--- src/rtl/rst_seq_pkg.sv ---
// Shared types and constants for the staged power-up / reset sequencer.
package rst_seq_pkg;

  typedef enum logic [2:0] {
    ST_IDLE  = 3'd0,
    ST_PWRUP = 3'd1,
    ST_REL   = 3'd2,
    ST_RUN   = 3'd3,
    ST_SOFT  = 3'd4
  } state_e;

  localparam int                LOSS_W   = 8;
  localparam logic [LOSS_W-1:0] LOSS_SAT = 8'd255;
  localparam int unsigned       CNT_CLR  = 0;

endpackage

--- src/rtl/lock_sync_filt.sv ---
// Synchronises the asynchronous PLL LOCKED input and filters it so that only
// LOCK_FILT consecutive high samples declare lock; any low sample drops it.
module lock_sync_filt
  import rst_seq_pkg::*;
#(
  parameter int LOCK_FILT = 16
) (
  input  logic CLK,
  input  logic RST,
  input  logic LOCKED,
  output logic lock_ok,
  output logic lock_fall
);

  localparam int              FILT_W   = $clog2(LOCK_FILT + 1);
  localparam logic [FILT_W-1:0] FILT_MAX = FILT_W'(LOCK_FILT);
  localparam logic [FILT_W-1:0] FILT_SET = FILT_W'(LOCK_FILT - 1);

  logic              meta_q, meta_d;
  logic              lk_s_q, lk_s_d;
  logic [FILT_W-1:0] filt_q, filt_d;
  logic              lock_ok_q, lock_ok_d;
  logic              lock_fall_q, lock_fall_d;

  always_comb begin
    meta_d      = LOCKED;
    lk_s_d      = meta_q;
    filt_d      = '0;
    lock_ok_d   = 1'b0;
    lock_fall_d = lock_ok_q & ~lk_s_q;
    if (lk_s_q) begin
      filt_d    = (filt_q == FILT_MAX) ? filt_q : filt_q + FILT_W'(1);
      lock_ok_d = lock_ok_q | (filt_q == FILT_SET);
    end
  end

  always_ff @(posedge CLK or posedge RST) begin
    if (RST) begin
      meta_q      <= 1'b0;
      lk_s_q      <= 1'b0;
      filt_q      <= '0;
      lock_ok_q   <= 1'b0;
      lock_fall_q <= 1'b0;
    end else begin
      meta_q      <= meta_d;
      lk_s_q      <= lk_s_d;
      filt_q      <= filt_d;
      lock_ok_q   <= lock_ok_d;
      lock_fall_q <= lock_fall_d;
    end
  end

  assign lock_ok   = lock_ok_q;
  assign lock_fall = lock_fall_q;

endmodule

--- src/rtl/rst_sequencer.sv ---
// Power-up and reset sequencer: waits for filtered PLL lock, holds a power-up
// delay, then releases N_CH reset domains in order with a gap between each.
module rst_sequencer
  import rst_seq_pkg::*;
#(
  parameter int N_CH      = 4,
  parameter int CNT_W     = 32,
  parameter int PWRUP_DLY = 100_000_000,
  parameter int STAGE_DLY = 1024,
  parameter int LOCK_FILT = 16,
  parameter int SOFT_HOLD = 256
) (
  input  logic              CLK,
  input  logic              RST,
  input  logic              LOCKED,
  input  logic              SOFT_REQ,
  output logic [N_CH-1:0]   RST_OUT,
  output logic              READY,
  output logic [LOSS_W-1:0] LOSS_CNT,
  output logic [2:0]        STATE
);

  localparam int             K_W        = (N_CH > 1) ? $clog2(N_CH) : 1;
  localparam int             LAST_K     = (N_CH > 1) ? N_CH - 2 : 0;
  localparam logic [K_W-1:0] K_LAST     = K_W'(LAST_K);
  localparam logic [CNT_W-1:0] CNT_ZERO   = CNT_W'(CNT_CLR);
  localparam logic [CNT_W-1:0] PWRUP_LAST = CNT_W'(PWRUP_DLY - 1);
  localparam logic [CNT_W-1:0] STAGE_LAST = CNT_W'(STAGE_DLY - 1);
  localparam logic [CNT_W-1:0] SOFT_LAST  = CNT_W'(SOFT_HOLD - 1);

  state_e              state_q, state_d;
  logic [CNT_W-1:0]    cnt_q, cnt_d;
  logic [K_W-1:0]      k_q, k_d;
  logic [N_CH-1:0]     rst_out_q, rst_out_d;
  logic                ready_q, ready_d;
  logic [LOSS_W-1:0]   loss_q, loss_d;
  logic                soft_q, soft_d;
  logic                soft_prev_q, soft_prev_d;
  logic                lock_ok, lock_fall;
  logic                soft_rise, start_rel, enter_soft;

  lock_sync_filt #(.LOCK_FILT(LOCK_FILT)) u_lock (
    .CLK      (CLK),
    .RST      (RST),
    .LOCKED   (LOCKED),
    .lock_ok  (lock_ok),
    .lock_fall(lock_fall)
  );

  assign soft_rise = soft_q & ~soft_prev_q;

  always_comb begin
    state_d     = state_q;
    cnt_d       = cnt_q;
    k_d         = k_q;
    rst_out_d   = rst_out_q;
    ready_d     = ready_q;
    loss_d      = loss_q;
    soft_d      = SOFT_REQ;
    soft_prev_d = soft_q;
    start_rel   = 1'b0;
    enter_soft  = 1'b0;

    // Lock loss outranks every other event, including a soft request.
    if (lock_fall && (state_q != ST_IDLE)) begin
      state_d   = ST_IDLE;
      cnt_d     = CNT_ZERO;
      k_d       = '0;
      rst_out_d = '1;
      ready_d   = 1'b0;
      loss_d    = (loss_q == LOSS_SAT) ? loss_q : loss_q + LOSS_W'(1);
    end else begin
      unique case (state_q)
        ST_IDLE: begin
          rst_out_d = '1;
          ready_d   = 1'b0;
          cnt_d     = CNT_ZERO;
          k_d       = '0;
          if (lock_ok) state_d = ST_PWRUP;
        end
        ST_PWRUP: begin
          if (cnt_q == PWRUP_LAST) start_rel = 1'b1;
          else                     cnt_d     = cnt_q + CNT_W'(1);
        end
        ST_REL: begin
          if (soft_rise) begin
            enter_soft = 1'b1;
          end else if (cnt_q == STAGE_LAST) begin
            cnt_d     = CNT_ZERO;
            rst_out_d = rst_out_q << 1;
            k_d       = k_q + K_W'(1);
            if (k_q == K_LAST) begin
              state_d = ST_RUN;
              ready_d = 1'b1;
            end
          end else begin
            cnt_d = cnt_q + CNT_W'(1);
          end
        end
        ST_RUN: begin
          if (soft_rise) begin
            enter_soft = 1'b1;
          end else begin
            rst_out_d = '0;
            ready_d   = 1'b1;
          end
        end
        ST_SOFT: begin
          if (cnt_q == SOFT_LAST) start_rel = 1'b1;
          else                    cnt_d     = cnt_q + CNT_W'(1);
        end
        default: state_d = ST_IDLE;
      endcase

      // Shifting the thermometer releases the next channel without ever
      // re-asserting an already released one.
      if (start_rel) begin
        state_d   = (N_CH == 1) ? ST_RUN : ST_REL;
        cnt_d     = CNT_ZERO;
        k_d       = '0;
        rst_out_d = rst_out_q << 1;
        ready_d   = (N_CH == 1);
      end

      if (enter_soft) begin
        state_d   = ST_SOFT;
        cnt_d     = CNT_ZERO;
        k_d       = '0;
        rst_out_d = '1;
        ready_d   = 1'b0;
      end
    end
  end

  always_ff @(posedge CLK or posedge RST) begin
    if (RST) begin
      state_q     <= ST_IDLE;
      cnt_q       <= CNT_ZERO;
      k_q         <= '0;
      rst_out_q   <= '1;
      ready_q     <= 1'b0;
      loss_q      <= '0;
      soft_q      <= 1'b0;
      soft_prev_q <= 1'b0;
    end else begin
      state_q     <= state_d;
      cnt_q       <= cnt_d;
      k_q         <= k_d;
      rst_out_q   <= rst_out_d;
      ready_q     <= ready_d;
      loss_q      <= loss_d;
      soft_q      <= soft_d;
      soft_prev_q <= soft_prev_d;
    end
  end

  assign RST_OUT  = rst_out_q;
  assign READY    = ready_q;
  assign LOSS_CNT = loss_q;
  assign STATE    = state_q;

endmodule

--- config.mk ---
export PLATFORM = sky130hd
export DESIGN_NAME = rst_sequencer
export DESIGN_NICKNAME = d
export VERILOG_FILES = /design/src/rtl/rst_seq_pkg.sv /design/src/rtl/lock_sync_filt.sv /design/src/rtl/rst_sequencer.sv
export SDC_FILE = /design/constraint.sdc
export NUM_CORES = 1
export LEC_CHECK = 0
export ABC_AREA = 1
export BUFFER_PORTS_ARGS = -buffer_cell sky130_fd_sc_hd__buf_4
export CORE_MARGIN = 1
export CORE_UTILIZATION = 45
export DETAILED_ROUTE_END_ITERATION = 7
export PLACE_DENSITY = 0.68
export SLEW_MARGIN = 20
export SYNTH_ARGS = -nofsm -noshare
export SYNTH_HDL_FRONTEND = slang
export SYNTH_HIERARCHICAL = 1
export SYNTH_SLANG_ARGS = --single-unit
--- constraint.sdc ---
create_clock -name CLK -period 1.7 [get_ports CLK]
set_input_delay 0.255 -clock CLK [delete_from_list [all_inputs] [get_ports CLK]]
set_output_delay 0.255 -clock CLK [all_outputs]
set_load 0.1 [all_outputs]
Word-level counts from Yosys, hierarchy flattened

Cells that the tools add are included.

Memory bits (writable): 0
Memory bits (read-only): 0
Memories: 0
Latch bits: 0
Register bits after elaboration: 61
Bits of input ports: 4
Logic and storage cells: 104
Output and inout bits: 16

Reduce and logical (&&, ||, !) cells: 14
Bitwise operators: 6
Order comparisons: 0
Equality and inequality tests: 20
Multiplexer cells: 47
Multiply operators: 0
Shifts and indexed selects: 0
Divide/modulo/power cells: 0
Add/sub/neg operators: 4

Operators with widths:

| kind                                                                     | number |
|---|---|
| 32-bit two-way mux                                                       | 7 |
| 32-bit one-hot mux with 4 select lines                                   | 1 |
| 32-bit by 1-bit adder with 32-bit output (second input constant)         | 1 |
| 32-bit by 10-bit equality test with 1-bit output (second input constant) | 1 |
| 32-bit by 27-bit equality test with 1-bit output (second input constant) | 1 |
| 32-bit by 8-bit equality test with 1-bit output (second input constant)  | 1 |
| 5-bit inequality test (second input constant)                            | 6 |
| 4-bit two-way mux                                                        | 6 |
| 3-bit two-way mux                                                        | 7 |
| 1-bit two-way mux                                                        | 14 |
| 4-bit one-hot mux with 3 select lines                                    | 1 |
| 2-bit two-way mux                                                        | 5 |
| 5-bit two-way mux                                                        | 2 |
| 5-bit AND reduction                                                      | 2 |
| 3-bit one-hot mux with 3 select lines                                    | 1 |
| 8-bit by 1-bit adder with 8-bit output (second input constant)           | 1 |
| 8-bit equality test (second input constant)                              | 1 |
| 4-bit AND reduction                                                      | 2 |
| 7-bit nonzero test                                                       | 1 |
| 3-bit by 2-bit equality test with 1-bit output (second input constant)   | 2 |
| 6-bit nonzero test                                                       | 1 |
| 5-bit by 1-bit adder with 5-bit output (second input constant)           | 1 |
| 5-bit by 4-bit equality test with 1-bit output (second input constant)   | 1 |
| 5-bit equality test (second input constant)                              | 1 |
| other kinds (21)                                                         | 24 |

Depth between registers and ports, before layout

Gate-level depths: netlist of run 1.

Depth after elaboration: 8
Gate-level depth with buffers: 14
Gate-level depth less buffers: 12

By module

Netlist of run 1, hierarchy kept.

Modules (own cells, without submodules):

| module         | times used | area an instance (µm²) | sequential area each (µm²) | cells each |
|---|---|---|---|---|
| rst_sequencer  | 1          | 3947.5                 | 1306.3                     | 616 |
| lock_sync_filt | 1          | 412.9                  | 225.2                      | 45 |

Least setup slack after synthesis of run 1

Ideal clock, no wire load.

Path type: register to register
From: register state_q[1], in the netlist STATE[1]
To: register state_q[2], in the netlist STATE[2]
Data required time: 1.632 ns
Data arrival time: 2.197 ns
Stages on the path, launching flop included: 10
Library setup time: 0.068 ns
Path buffers: 1
Path slack: -0.565 ns
Period minus slack after synthesis: 2.265 ns
Cell sequence: dfrtp_1 inv_1 nor2_4 nand2_2 inv_1 buf_2 nand4_1 nand2_1 nand2_1 nand2_1

Cells in the longest elaborated chain, start to end: 6
Elaborated cells on any way between the ends: 23
Classes of those cells: 9 x eq/ne; 8 x mux; 6 x reduce/logical

RTL lines:

| element                                                                                  | line                                      | source |
|---|---|---|
| start: declaration                                                                       | rst_sequencer.sv:31                       | `state_e state_q, state_d;` |
| start signal: assignment                                                                 | rst_sequencer.sv:146                      | `state_q <= state_d;` |
| 3-bit by 2-bit equality test with 1-bit output, or another cell as far along             | rst_sequencer.sv:73                       | `unique case (state_q)` |
| 2-bit OR reduction (no line), or another cell as far along                               | -                                         |  |
| 1-bit two-way mux, or another cell as far along                                          | -                                         |  |
| 1-bit two-way mux or 3-bit two-way mux (tied branches)                                   | rst_sequencer.sv:65, rst_sequencer.sv:117 |  |
| 5-bit by 4-bit inequality test with 1-bit output (no line), or another cell as far along | -                                         |  |
| 5-bit AND reduction (no line) or 3-bit two-way mux (tied branches)                       | -                                         |  |

Parallel ways exist; a longest one is shown, timed or not. The select of a mux whose other input is x is not followed.
A chain may end at the register's enable or synchronous reset.

Worst setup path after layout of run 1

From: register cnt_q[1]
To: register cnt_q[20]

Cells in the longest elaborated chain, start to end: 7
Elaborated cells on any way between the ends: 21
Classes of those cells: 1 x add/sub; 6 x eq/ne; 12 x mux; 2 x reduce/logical

RTL lines:

| element                                                                     | line                                                           | source |
|---|---|---|
| start: declaration                                                          | rst_sequencer.sv:32                                            | `logic [CNT_W-1:0] cnt_q, cnt_d;` |
| start signal: assignment                                                    | rst_sequencer.sv:147                                           | `cnt_q <= cnt_d;` |
| 32-bit by 1-bit adder with 32-bit output, or another cell as far along      | rst_sequencer.sv:83, rst_sequencer.sv:97, rst_sequencer.sv:110 |  |
| 32-bit two-way mux, or another cell as far along                            | rst_sequencer.sv:88                                            | `end else if (cnt_q == STAGE_LAST) begin` |
| 32-bit two-way mux or 1-bit one-hot mux with 2 select lines (tied branches) | rst_sequencer.sv:86, rst_sequencer.sv:73                       |  |
| 32-bit one-hot mux with 4 select lines or 1-bit two-way mux (tied branches) | rst_sequencer.sv:73, rst_sequencer.sv:65                       |  |
| 32-bit two-way mux                                                          | rst_sequencer.sv:117                                           | `if (start_rel) begin` |
| 32-bit two-way mux                                                          | rst_sequencer.sv:125                                           | `if (enter_soft) begin` |
| 32-bit two-way mux                                                          | rst_sequencer.sv:65                                            | `if (lock_fall && (state_q != ST_IDLE)) begin` |

Parallel ways exist; a longest one is shown, timed or not. The select of a mux whose other input is x is not followed.

==> impl_metrics.py, run 1 <==
metrics = {
    "global_routing": {
        "antenna_found_initial": 0,
        "track_usage_pct": 28.0,
        "grt_pass1_wl_mm": 21.8,
        "first_global_vias": 4598,
        "grt_start_max_net_pins": 22,
        "grt_overflow": 0,
    },
    "clocking": {
        "cts_buffer_depth": 2,
        "cts_buffers": 9,
        "clock-sinks": 61,
        "clk_latency_ns": 0.35,
        "cts_tree": "built",
        "cts-root-buf": "clkbuf_8",
        "htreeDepth": 3,
        "clk_pin_slew_ns": 0.08,
    },
    "sta": {
        "finalCritPeriodShare_pct": 100,
        "slew_viol_final": 0,
        "finalHoldWorstSlack_ns": 0.353,
        "max_freq_mhz": 588,
        "setup_ws_ns": -0.00191,
        "hold_viol_final": 0,
        "fin_setup_tns_ns": -0.00191,
        "worst_clock_skew_ns": 0.0126,
        "maxSlewHeadroom_pct": 75.3,
        "rsz0062_at_grt": "true",
        "finalSetupViolations": 1,
        "fin_crit_ns": 1.70,
        "tightest_slew_ns": 0.369,
    },
    "synth": {
        "synth_cell_types": 37,
        "synth_common_cells": "nand2_1 (203), nor2_1 (91), inv_1 (73)",
        "synth_area_leaders": "dfrtp_1 (33%), nand2_1 (17%), nor2_1 (7.8%), nand3_1 (6.3%), inv_1 (6.3%)",
        "synth_top_cell_by_area": "dfrtp_1",
        "synthFlopType": "dfrtp_1",
        "yosysMostFrequentCell": "nand2_1",
        "syn-cell-area_sq_um": 4360,
        "yosys.area.top_type_share_pct": 32.7,
        "synth_area_per_cell_sq_um": 6.60,
        "synth_edf_count": 0,
        "synth_seq_cells": 61,
        "synth_cells": 661,
        "synth.yosys.seq_area_share_pct": 35.1,
        "syn_nets": 671,
        "async_reset_ff_share_pct": 100,
        "synth_warnings": 6,
    },
    "route": {
        "ant_nets": 0,
        "drt-wirelength-per-cell_um": 15.2,
        "drc_errors": 0,
        "vias": 4746,
        "drt_wl_total_mm": 13.5,
        "first_pass_iters": 5,
        "vias_per_cell": 5.33,
        "drt-initial-drc-count": 322,
    },
    "power_and_ir_drop": {
        "p_per_area_nw_per_um2": 839,
        "p_leak_uw": 0.00275,
        "peakVddDrop_uv": 1140,
        "power.total_uw": 4960,
    },
    "placement": {
        "portBuffers": 19,
        "routabilityCongestion": 0.988,
        "dpl.hpwl_mm": 9.84,
        "dp_slack_ns": -0.121,
    },
    "run_status": {
        "status": "finished, violations left",
        "violations": "setup timing",
    },
    "setup_path": {
        "cp.arrival_ns": 1.98,
        "worstPathMaxFanout": 19,
        "required_ns": 1.98,
        "rr_worst_depth": 12,
        "timing.rr.end": "cnt_q[20]",
        "critPathLaunchType": "flop",
        "endpoint_kind": "flop",
        "ff2ff_setup_slack_ns": -0.002,
        "r2r_start": "cnt_q[1]",
        "path_class": "reg -> reg",
    },
    "floorplan": {
        "die_area_sq_um": 10100,
        "start_util_pct": 46.7,
        "coreArea_sq_um": 9330,
        "num_rows": 35,
        "boundaryPins": 20,
        "chipWidth_um": 100,
        "die_height_um": 100,
    },
    "layout": {
        "nNetsFinal": 766,
        "nFillCells": 838,
        "areaGrowthSynthToFinish_pct": 35.5,
        "n_antenna_cell": 0,
        "drive_above_1_share_pct": 36.7,
    },
    "run": {
        "maxCapViolations": 0,
    },
    "hold_path": {
        "min_path_type": "reg -> reg",
        "min_to": "u_lock/lk_s_q",
        "hp-start": "u_lock/lk_s_d",
        "hold_depth": 0,
    },
}
area by class of cell:
class                   instances  area, sq um  share of cell area (%)
flip-flops and latches         61         1560                    26.3
clock inverters                 6         86.3                    1.46
well taps                     129          161                    2.73
multi-input cells             502         2800                    47.4
clock buffers                  10          128                    2.16
inverters                      79          313                    5.29
repair buffers                103          866                    14.7
metal layers:
metal  vias to the layer above  wire length, um  global-route usage [%]  share of wire, %
li1                       2291                -                       -                 -
met3                        41              742                    4.94               5.5
met1                      2237             5530                    33.9                41
met5                         -                0                       0                 0
met2                       177             6730                    48.2                50
met4                         0              525                    13.0               3.9
timing repair:
item / in CTS / in global routing
endpoints found under the setup margin: 42 / 43
hold buffers: 1 / 2
buffers inserted: 3 / 8
pin swaps: 10 / 17
hold endpoints to repair: 18 / 2
resized for setup: 23 / 93
registers in the layout, summed over array words and instances (netlist names):
name	count
k_q	2
soft_prev_q	1
cnt_q	32
u_lock/filt_q	5
STATE	3
soft_prev_d	1
u_lock/lock_ok	1
LOSS_CNT	8
u_lock/lk_s_d	1
u_lock/lock_fall	1
u_lock/lk_s_q	1
READY	1
RST_OUT	4
cell families after synthesis:
family          Yosys count  share of synthesized area [%]
compound gates           53                           6.26
fa+ha+maj                 6                           1.72
flops                    61                           35.1
buf+inv                  98                           9.10
simple gates            425                           44.2
xor+xnor                 18                           3.62
power by group:
part	internal, uW	total [uW]	switching [uW]
logic	592	1820	1230
clock network	826	1460	638
registers	1580	1670	91.4
total	3000	4960	1960
critical path, stage by stage (launching register included):
cell	delay, ns
dfrtp_1	0.42
ha_4	0.20
nand2_4	0.08
nor2_8	0.04
nand2_4	0.10
nor2_4	0.05
nand3_2	0.10
nand2_4	0.07
nor2_4	0.11
nand3_4	0.12
inv_8	0.18
nand2_1	0.08
nand2_1	0.06
worst max path at each step:
stage / slack, ns / end / cells past startpoint / from
after floorplan: -0.12 / LOSS_CNT[7] / 8 / STATE[2]
after global placement: -0.11 / cnt_q[15] / 11 / cnt_q[20]
after detailed placement: -0.12 / cnt_q[15] / 11 / cnt_q[20]
after CTS: -0.01 / cnt_q[15] / 11 / cnt_q[0]
after global routing: -0.11 / STATE[2] / 10 / STATE[2]
final: -0.002 / cnt_q[20] / 12 / cnt_q[1]
placed cells by master, fill, tap and decap left out, types with 5 or more instances in the layout:
| cell | Yosys | routed |
|---|---|---|
| a21oi_1 | 25 | 23 |
| buf_12 | 0 | 5 |
| buf_4 | 1 | 89 |
| buf_6 | 0 | 6 |
| clkbuf_8 | 0 | 9 |
| dfrtp_1 | 57 | 38 |
| dfrtp_2 | 0 | 19 |
| inv_1 | 73 | 59 |
| inv_2 | 4 | 15 |
| nand2_1 | 203 | 183 |
| nand2_2 | 17 | 32 |
| nand2_4 | 3 | 8 |
| nand3_1 | 55 | 51 |
| nand3_2 | 3 | 5 |
| nand3b_1 | 5 | 5 |
| nand4_1 | 24 | 24 |
| nor2_1 | 91 | 49 |
| nor2_2 | 6 | 36 |
| nor2_4 | 2 | 14 |
| nor3_2 | 1 | 5 |
| o21ai_0 | 15 | 10 |
| o21ai_1 | 11 | 6 |
| o21ai_2 | 0 | 10 |
| xor2_1 | 16 | 16 |
per-stage QoR:
step	utilization (%)	instance area, sq um	instances
final	63.3	5910	890
after global routing	63.3	5910	890
after CTS	59.7	5570	880
after detailed placement	56.4	5260	860
after global placement	56.4	5260	860
after floorplan	-	4490	661
(Power assumes the default switching activity.)
==> run 2, diff against run 1 <==
--- a/config.mk
+++ b/config.mk
@@ -6,11 +6,11 @@
 export NUM_CORES = 1
 export LEC_CHECK = 0
 export ABC_AREA = 1
-export BUFFER_PORTS_ARGS = -buffer_cell sky130_fd_sc_hd__buf_4
 export CORE_MARGIN = 1
 export CORE_UTILIZATION = 45
 export DETAILED_ROUTE_END_ITERATION = 7
-export PLACE_DENSITY = 0.68
+export DONT_BUFFER_PORTS = 1
+export PLACE_DENSITY = 0.66
 export SLEW_MARGIN = 20
 export SYNTH_ARGS = -nofsm -noshare
 export SYNTH_HDL_FRONTEND = slang
==> run 2 against run 1 <==
Against the previous run:
- the run ends with DRC, setup timing left
- first-iteration DRC count decreased by 12%
- count of clock-buffer cells in the layout increased by 2
- largest cell class unchanged
- fmax decreased by 1.9%
- global-route usage increased by 0.45 points
==> impl_metrics.py, run 2 (same netlist as run 1, synthesis figures left out) <==
metrics = {
    "clocking": {
        "cts_tree": "built",
        "cts_buffers": 9,
        "clock-sinks": 61,
        "htreeDepth": 3,
        "clk_pin_slew_ns": 0.07,
        "clk_latency_ns": 0.35,
        "cts_buffer_depth": 2,
        "cts-root-buf": "clkbuf_8",
    },
    "sta": {
        "setup_ws_ns": -0.0351,
        "maxSlewHeadroom_pct": 66.1,
        "tightest_slew_ns": 0.508,
        "finalSetupViolations": 23,
        "finalCritPeriodShare_pct": 102,
        "rsz0062_at_grt": "true",
        "hold_viol_final": 0,
        "worst_clock_skew_ns": 0.0148,
        "max_freq_mhz": 576,
        "slew_viol_final": 0,
        "fin_crit_ns": 1.74,
    },
    "global_routing": {
        "grt_overflow": 0,
        "antenna_found_initial": 0,
        "grt_start_max_net_pins": 53,
        "busiest_layer": "met2",
        "globalRouteMet3Util_pct": 4.11,
        "gr-usage-met1_pct": 36.0,
        "track_usage_pct": 28.4,
        "grt_pass1_wl_mm": 22.1,
        "use_met2_pct": 47.7,
        "first_global_vias": 4646,
    },
    "setup_path": {
        "crit_top_cell": "nand2_4",
        "required_ns": 1.98,
        "timing.rr.end": "cnt_q[7]",
        "path_class": "reg -> reg",
        "critPathLaunchType": "flop",
        "worstPathMaxFanout": 19,
        "r2r_start": "cnt_q[1]",
        "crit_path_cell_trace": "ha_4 -> nand2_4 -> nor2_8 -> nand2_4 -> nor2_2 -> nand3_2 -> nand2_4 -> nor2_4 -> nand3_4 -> inv_8 -> nand2_1 -> nand2_1",
        "endpoint_kind": "flop",
        "ff2ff_setup_slack_ns": -0.04,
        "rr_worst_depth": 12,
        "slowest_stage": "dfrtp_1",
        "cp.arrival_ns": 2.02,
        "max_stage_delay_ns": 0.41,
    },
    "placement": {
        "routabilityCongestion": 0.966,
        "portBuffers": 0,
        "dp_cells": 860,
        "dpl.hpwl_mm": 9.82,
        "post_dp_cell_area_sq_um": 5240,
    },
    "floorplan": {
        "die_area_sq_um": 10100,
        "num_rows": 35,
        "die_height_um": 100,
        "start_util_pct": 46.7,
        "coreArea_sq_um": 9330,
        "boundaryPins": 20,
        "chipWidth_um": 100,
    },
    "layout": {
        "final_cells": 886,
        "n_antenna_cell": 0,
        "drive_above_1_share_pct": 32.4,
        "final_common_cell": "nand2_1",
        "nFillCells": 869,
        "regMostFlops": "cnt_q",
        "finalInstanceArea_sq_um": 5730,
        "areaGrowthSynthToFinish_pct": 31.4,
        "largest_reg_flops": 32,
        "nNetsFinal": 762,
        "layout_common_cells": "nand2_1 (190), buf_4 (87), nor2_1 (63), inv_1 (62), nand3_1 (51)",
    },
    "run_status": {
        "violations": "DRC, setup timing",
        "status": "finished, violations left",
    },
    "route": {
        "drt-initial-drc-count": 283,
        "drt_wl_total_mm": 13.5,
        "vias": 4682,
        "vias_per_cell": 5.28,
        "first_pass_iters": 7,
        "ant_nets": 0,
        "drc_errors": 1,
        "drt-wirelength-per-cell_um": 15.2,
    },
    "power_and_ir_drop": {
        "p_per_area_nw_per_um2": 798,
        "p_leak_uw": 0.00271,
        "peakVddDrop_uv": 1410,
    },
    "run": {
        "maxCapViolations": 0,
    },
    "hold_path": {
        "min_path_type": "in -> async",
    },
}
==> run 2: cell count changes in the layout (fill, tap and decap cells not counted), sizes merged <==
cell | previous run | this run
buf | 100 | 96
clkinvlp | 1 | 2
inv | 79 | 78
bufinv | 2 | 0
clkbuf | 10 | 12
==> run 2: worst max-delay path by stage <==
stage	start	to	slack, ns	depth (start not counted)
6_report	cnt_q[1]	cnt_q[7]	-0.04	12
5_1_grt	cnt_q[1]	cnt_q[9]	-0.17	12
4_1_cts	cnt_q[1]	cnt_q[7]	0.002	11
3_5_place_dp	cnt_q[31]	RST_OUT[3]	-0.08	9
3_3_place_gp	cnt_q[10]	STATE[0]	-0.07	10
2_1_floorplan	STATE[2]	LOSS_CNT[7]	-0.12	8
==> run 2: cell type report <==
| class | instances | area (sq um) | share of cell area, % |
|---|---|---|---|
| clock buffers | 12 | 145 | 2.53 |
| multi-input cells | 502 | 2720 | 47.5 |
| repair buffers | 99 | 815 | 14.2 |
| inverters | 79 | 310 | 5.42 |
| clock inverters | 4 | 25.0 | 0.437 |
| well taps | 129 | 161 | 2.82 |
| flip-flops and latches | 61 | 1550 | 27.0 |
==> run 2: where the power goes <==
part	leakage, uW	internal (uW)	switching (uW)	total [uW]
logic	0.00183	501	1120	1630
registers	0.000800	1580	172	1750
clock network	0.0000824	565	627	1190
total	0.00271	2650	1920	4570
==> run 2: timing repair <==
action,CTS,global route
setup buffers,2,5
endpoints found under the setup margin,42,43
hold buffers,3,0
endpoints found under the hold margin,59,0
pin swaps,1,14
gates resized for setup,19,64
==> run 2: metrics by stage <==
stage          util (%)  TNS, ns  setup WS [ns]  power [uW]  hold WS, ns
2_1_floorplan         -    -1.73         -0.118        2820       0.0829
3_3_place_gp       56.1   -0.401        -0.0678        3210        0.112
3_5_place_dp       56.1    -1.80        -0.0812        3220        0.118
4_1_cts            59.0        0        0.00193        4460        0.345
5_1_grt            61.4    -3.74         -0.172        4760        0.358
6_report           61.4   -0.301        -0.0351        4570        0.340
==> run 2: metal layers <==
layer | vias to the layer above | wire [um]
met5 | - | 0
met4 | 0 | 559
met3 | 39 | 718
met2 | 146 | 6550
met1 | 2218 | 5680
li1 | 2279 | -
==> run 2: critical path, delay by kind of cell (launching register included) <==
kind                       cells  cell delay [ns]
and+or+nand+nor               10             0.89
adders and majority gates      1             0.19
DFF                            1             0.41
buffers and inverters          1             0.18
==> run 3, diff against run 2 <==
--- a/config.mk
+++ b/config.mk
@@ -14,5 +14,4 @@
 export SLEW_MARGIN = 20
 export SYNTH_ARGS = -nofsm -noshare
 export SYNTH_HDL_FRONTEND = slang
-export SYNTH_HIERARCHICAL = 1
 export SYNTH_SLANG_ARGS = --single-unit
==> run 3 against run 2 <==
Against the previous run:
- the run ends with setup timing left
- flip-flop and latch count unchanged
- cell area is 16% higher
- setup slack lost 0.046 ns
- wire length grew 17%
- critical path type unchanged
==> impl_metrics.py, run 3 <==
metrics = {
    "run_status": {
        "status": "finished, violations left",
        "violations": "setup timing",
    },
    "clocking": {
        "cts-root-buf": "clkbuf_8",
        "clock-sinks": 61,
        "clk_pin_slew_ns": 0.08,
        "cts_buffers": 9,
        "clk_latency_ns": 0.37,
        "cts_buffer_depth": 2,
        "cts_tree": "built",
        "htreeDepth": 3,
    },
    "placement": {
        "post_dp_cell_area_sq_um": 5620,
        "routabilityCongestion": 1.08,
        "dpl.hpwl_mm": 10.9,
        "portBuffers": 0,
    },
    "hold_path": {
        "hp-start": "u_lock.lk_s_d",
        "hold_depth": 0,
        "min_to": "u_lock.lk_s_q",
        "min_path_type": "reg -> reg",
    },
    "setup_path": {
        "rr_worst_depth": 12,
        "cp.arrival_ns": 2.04,
        "required_ns": 1.96,
        "worstPathMaxFanout": 3,
        "max_stage_delay_ns": 0.40,
        "crit_path_cell_trace": "buf_4 -> nand2_1 -> nor3_1 -> nand2_2 -> nor2_4 -> nand2_1 -> nand2_1 -> inv_1 -> nand3_1 -> nand2_1 -> nand3_1 -> nand2_1",
        "timing.rr.end": "cnt_q[9]",
        "cp_top_family": "simple AND/OR/NAND/NOR gates",
        "ff2ff_setup_slack_ns": -0.08,
        "critPathLaunchType": "flop",
        "path_buf_inv": 2,
        "crit_top_cell": "nand2_1",
        "endpoint_kind": "flop",
        "r2r_start": "cnt_q[3]",
        "slowest_stage": "dfrtp_1",
        "path_class": "reg -> reg",
        "startpoint": "cnt_q[3]",
    },
    "power_and_ir_drop": {
        "p_per_area_nw_per_um2": 884,
        "peakVddDrop_uv": 1140,
        "switching_power_uw": 2410,
        "p_clk_share_pct": 26.1,
        "pwr-share-seq_pct": 30.4,
        "swShare_pct": 41.1,
        "p_int_uw": 3460,
        "p_leak_uw": 0.00307,
        "combPwrFrac_pct": 43.5,
    },
    "synth": {
        "synth_warnings": 0,
        "synth_adder_area_share_pct": 1.73,
        "synth_area_per_cell_sq_um": 6.66,
        "synthFlopType": "dfrtp_1",
        "synth_area_leaders": "dfrtp_1 (33%), nand2_1 (16%), nand3_1 (9.3%), nor2_1 (8.7%), inv_1 (4.8%)",
        "synth.yosys.seq_area_share_pct": 35.3,
        "async_reset_ff_share_pct": 100,
        "synth_top_family_by_area": "simple AND/OR/NAND/NOR gates",
        "synthXorXnorAreaFrac_pct": 3.84,
        "synth-compound-area-share_pct": 6.95,
        "syn-cell-area_sq_um": 4340,
        "synth_top_cell_by_area": "dfrtp_1",
        "syn_nets": 662,
        "synth_edf_count": 0,
        "synth_cell_types": 30,
        "yosys.area.top_type_share_pct": 32.9,
        "synth_common_cells": "nand2_1 (187), nor2_1 (101), nand3_1 (81)",
        "synth_cells": 652,
        "synth.mux.area_fraction_pct": 0.260,
        "yosysMostFrequentCell": "nand2_1",
        "synth_seq_cells": 61,
        "synthSimpleGateAreaFrac_pct": 43.8,
    },
    "run": {
        "maxCapViolations": 0,
    },
    "layout": {
        "final_util_pct": 71.6,
        "finalInstanceArea_sq_um": 6650,
        "largest_reg_flops": 32,
        "layout_common_cells": "nand2_1 (171), buf_4 (139), nor2_1 (56), nand3_1 (56), inv_1 (45)",
        "nFillCells": 742,
        "areaGrowthSynthToFinish_pct": 53.3,
        "drive_above_1_share_pct": 42.9,
        "regMostFlops": "cnt_q",
        "n_antenna_cell": 0,
        "nNetsFinal": 814,
        "final_common_cell": "nand2_1",
    },
    "route": {
        "drt_wl_total_mm": 15.9,
        "drt-wirelength-per-cell_um": 16.9,
        "vias_per_cell": 5.43,
        "drt-initial-drc-count": 511,
        "ant_nets": 0,
        "drc_errors": 0,
        "vias": 5091,
        "first_pass_iters": 5,
    },
    "floorplan": {
        "die_area_sq_um": 10000,
        "coreArea_sq_um": 9280,
        "boundaryPins": 20,
        "start_util_pct": 46.7,
        "chipWidth_um": 100,
        "die_height_um": 100,
        "num_rows": 35,
    },
    "sta": {
        "max_freq_mhz": 561,
        "hold_viol_final": 0,
        "maxSlewHeadroom_pct": 66.3,
        "finalHoldWorstSlack_ns": 0.358,
        "setup_ws_ns": -0.0812,
        "finalCritPeriodShare_pct": 105,
        "fin_crit_ns": 1.78,
        "slew_viol_final": 0,
        "worst_clock_skew_ns": 0.0135,
        "tightest_slew_ns": 0.506,
        "rsz0062_at_grt": "true",
        "finalSetupViolations": 33,
    },
    "global_routing": {
        "track_usage_pct": 32.1,
        "grt_start_max_net_pins": 62,
        "first_global_vias": 4839,
        "grt_pass1_wl_mm": 24.4,
        "grt_overflow": 0,
        "antenna_found_initial": 0,
    },
}
==> run 3: what timing repair did <==
item	CTS	global route
hold buffers	3	0
cloned	1	1
gates resized for setup	59	90
hold endpoints to repair	59	0
endpoints found under the setup margin	41	42
pin swaps	20	44
setup buffers	11	19
==> run 3: final cells by class <==
type / count / area, sq um / area share (%)
Sequential cell: 61 / 1580 / 23.7
Clock buffer: 9 / 124 / 1.86
Clock inverter: 7 / 98.8 / 1.49
Timing Repair Buffer: 162 / 1420 / 21.3
Multi-Input combinational cell: 507 / 3010 / 45.2
Tap cell: 129 / 161 / 2.43
Inverter: 63 / 268 / 4.03
==> run 3: metal layers <==
layer / GRT usage [%] / part of all wire [%] / up-vias
met5: 0 / 0 / -
met4: 15.2 / 4.7 / 0
met3: 5.15 / 7.5 / 60
met2: 54.1 / 49 / 245
met1: 40.3 / 39 / 2377
li1: - / - / 2409
==> run 3: how the worst max path moves through the flow <==
stage / to / slack [ns] / depth (start not counted)
final: cnt_q[9] / -0.08 / 12
after global routing: cnt_q[17] / -0.15 / 11
after CTS: cnt_q[4] / -0.03 / 12
after detailed placement: cnt_q[31] / -0.23 / 11
after global placement: cnt_q[31] / -0.18 / 11
after floorplan: cnt_q[19] / -0.08 / 12
==> run 3: worst reg2reg max path, delay by kind of cell, from the launching register on <==
family | cells | cell delay [ns]
and+or+nand+nor | 10 | 1.13
DFF | 1 | 0.40
buffers and inverters | 2 | 0.18
==> run 3: per-stage QoR <==
| step | TNS (ns) | total power [uW] | cells | setup WS [ns] |
|---|---|---|---|---|
| after floorplan | -1.70 | 2980 | 652 | -0.0807 |
| after global placement | -2.96 | 3760 | 888 | -0.178 |
| after detailed placement | -3.91 | 3780 | 888 | -0.231 |
| after CTS | -0.237 | 5600 | 918 | -0.0337 |
| after global routing | -4.27 | 6090 | 938 | -0.146 |
| final | -1.03 | 5880 | 938 | -0.0812 |
==> run 3: kinds of logic after synthesis <==
| group | after synthesis |
|---|---|
| and+or+nand+nor | 429 |
| buffers and inverters | 84 |
| DFF | 61 |
| AOI/OAI and AO/OA | 52 |
| xor gates and xnor gates | 19 |
| adders and majority gates | 6 |
| muxes | 1 |
==> run 3: power groups by stage <==
stage	clock (uW)	sequential, uW	combinational (uW)
detailed placement	0	1780	2010
global placement	0	1770	1980
floorplan	0	2100	877
finish	1540	1790	2550
CTS	1550	1770	2290
global route	1610	1800	2680
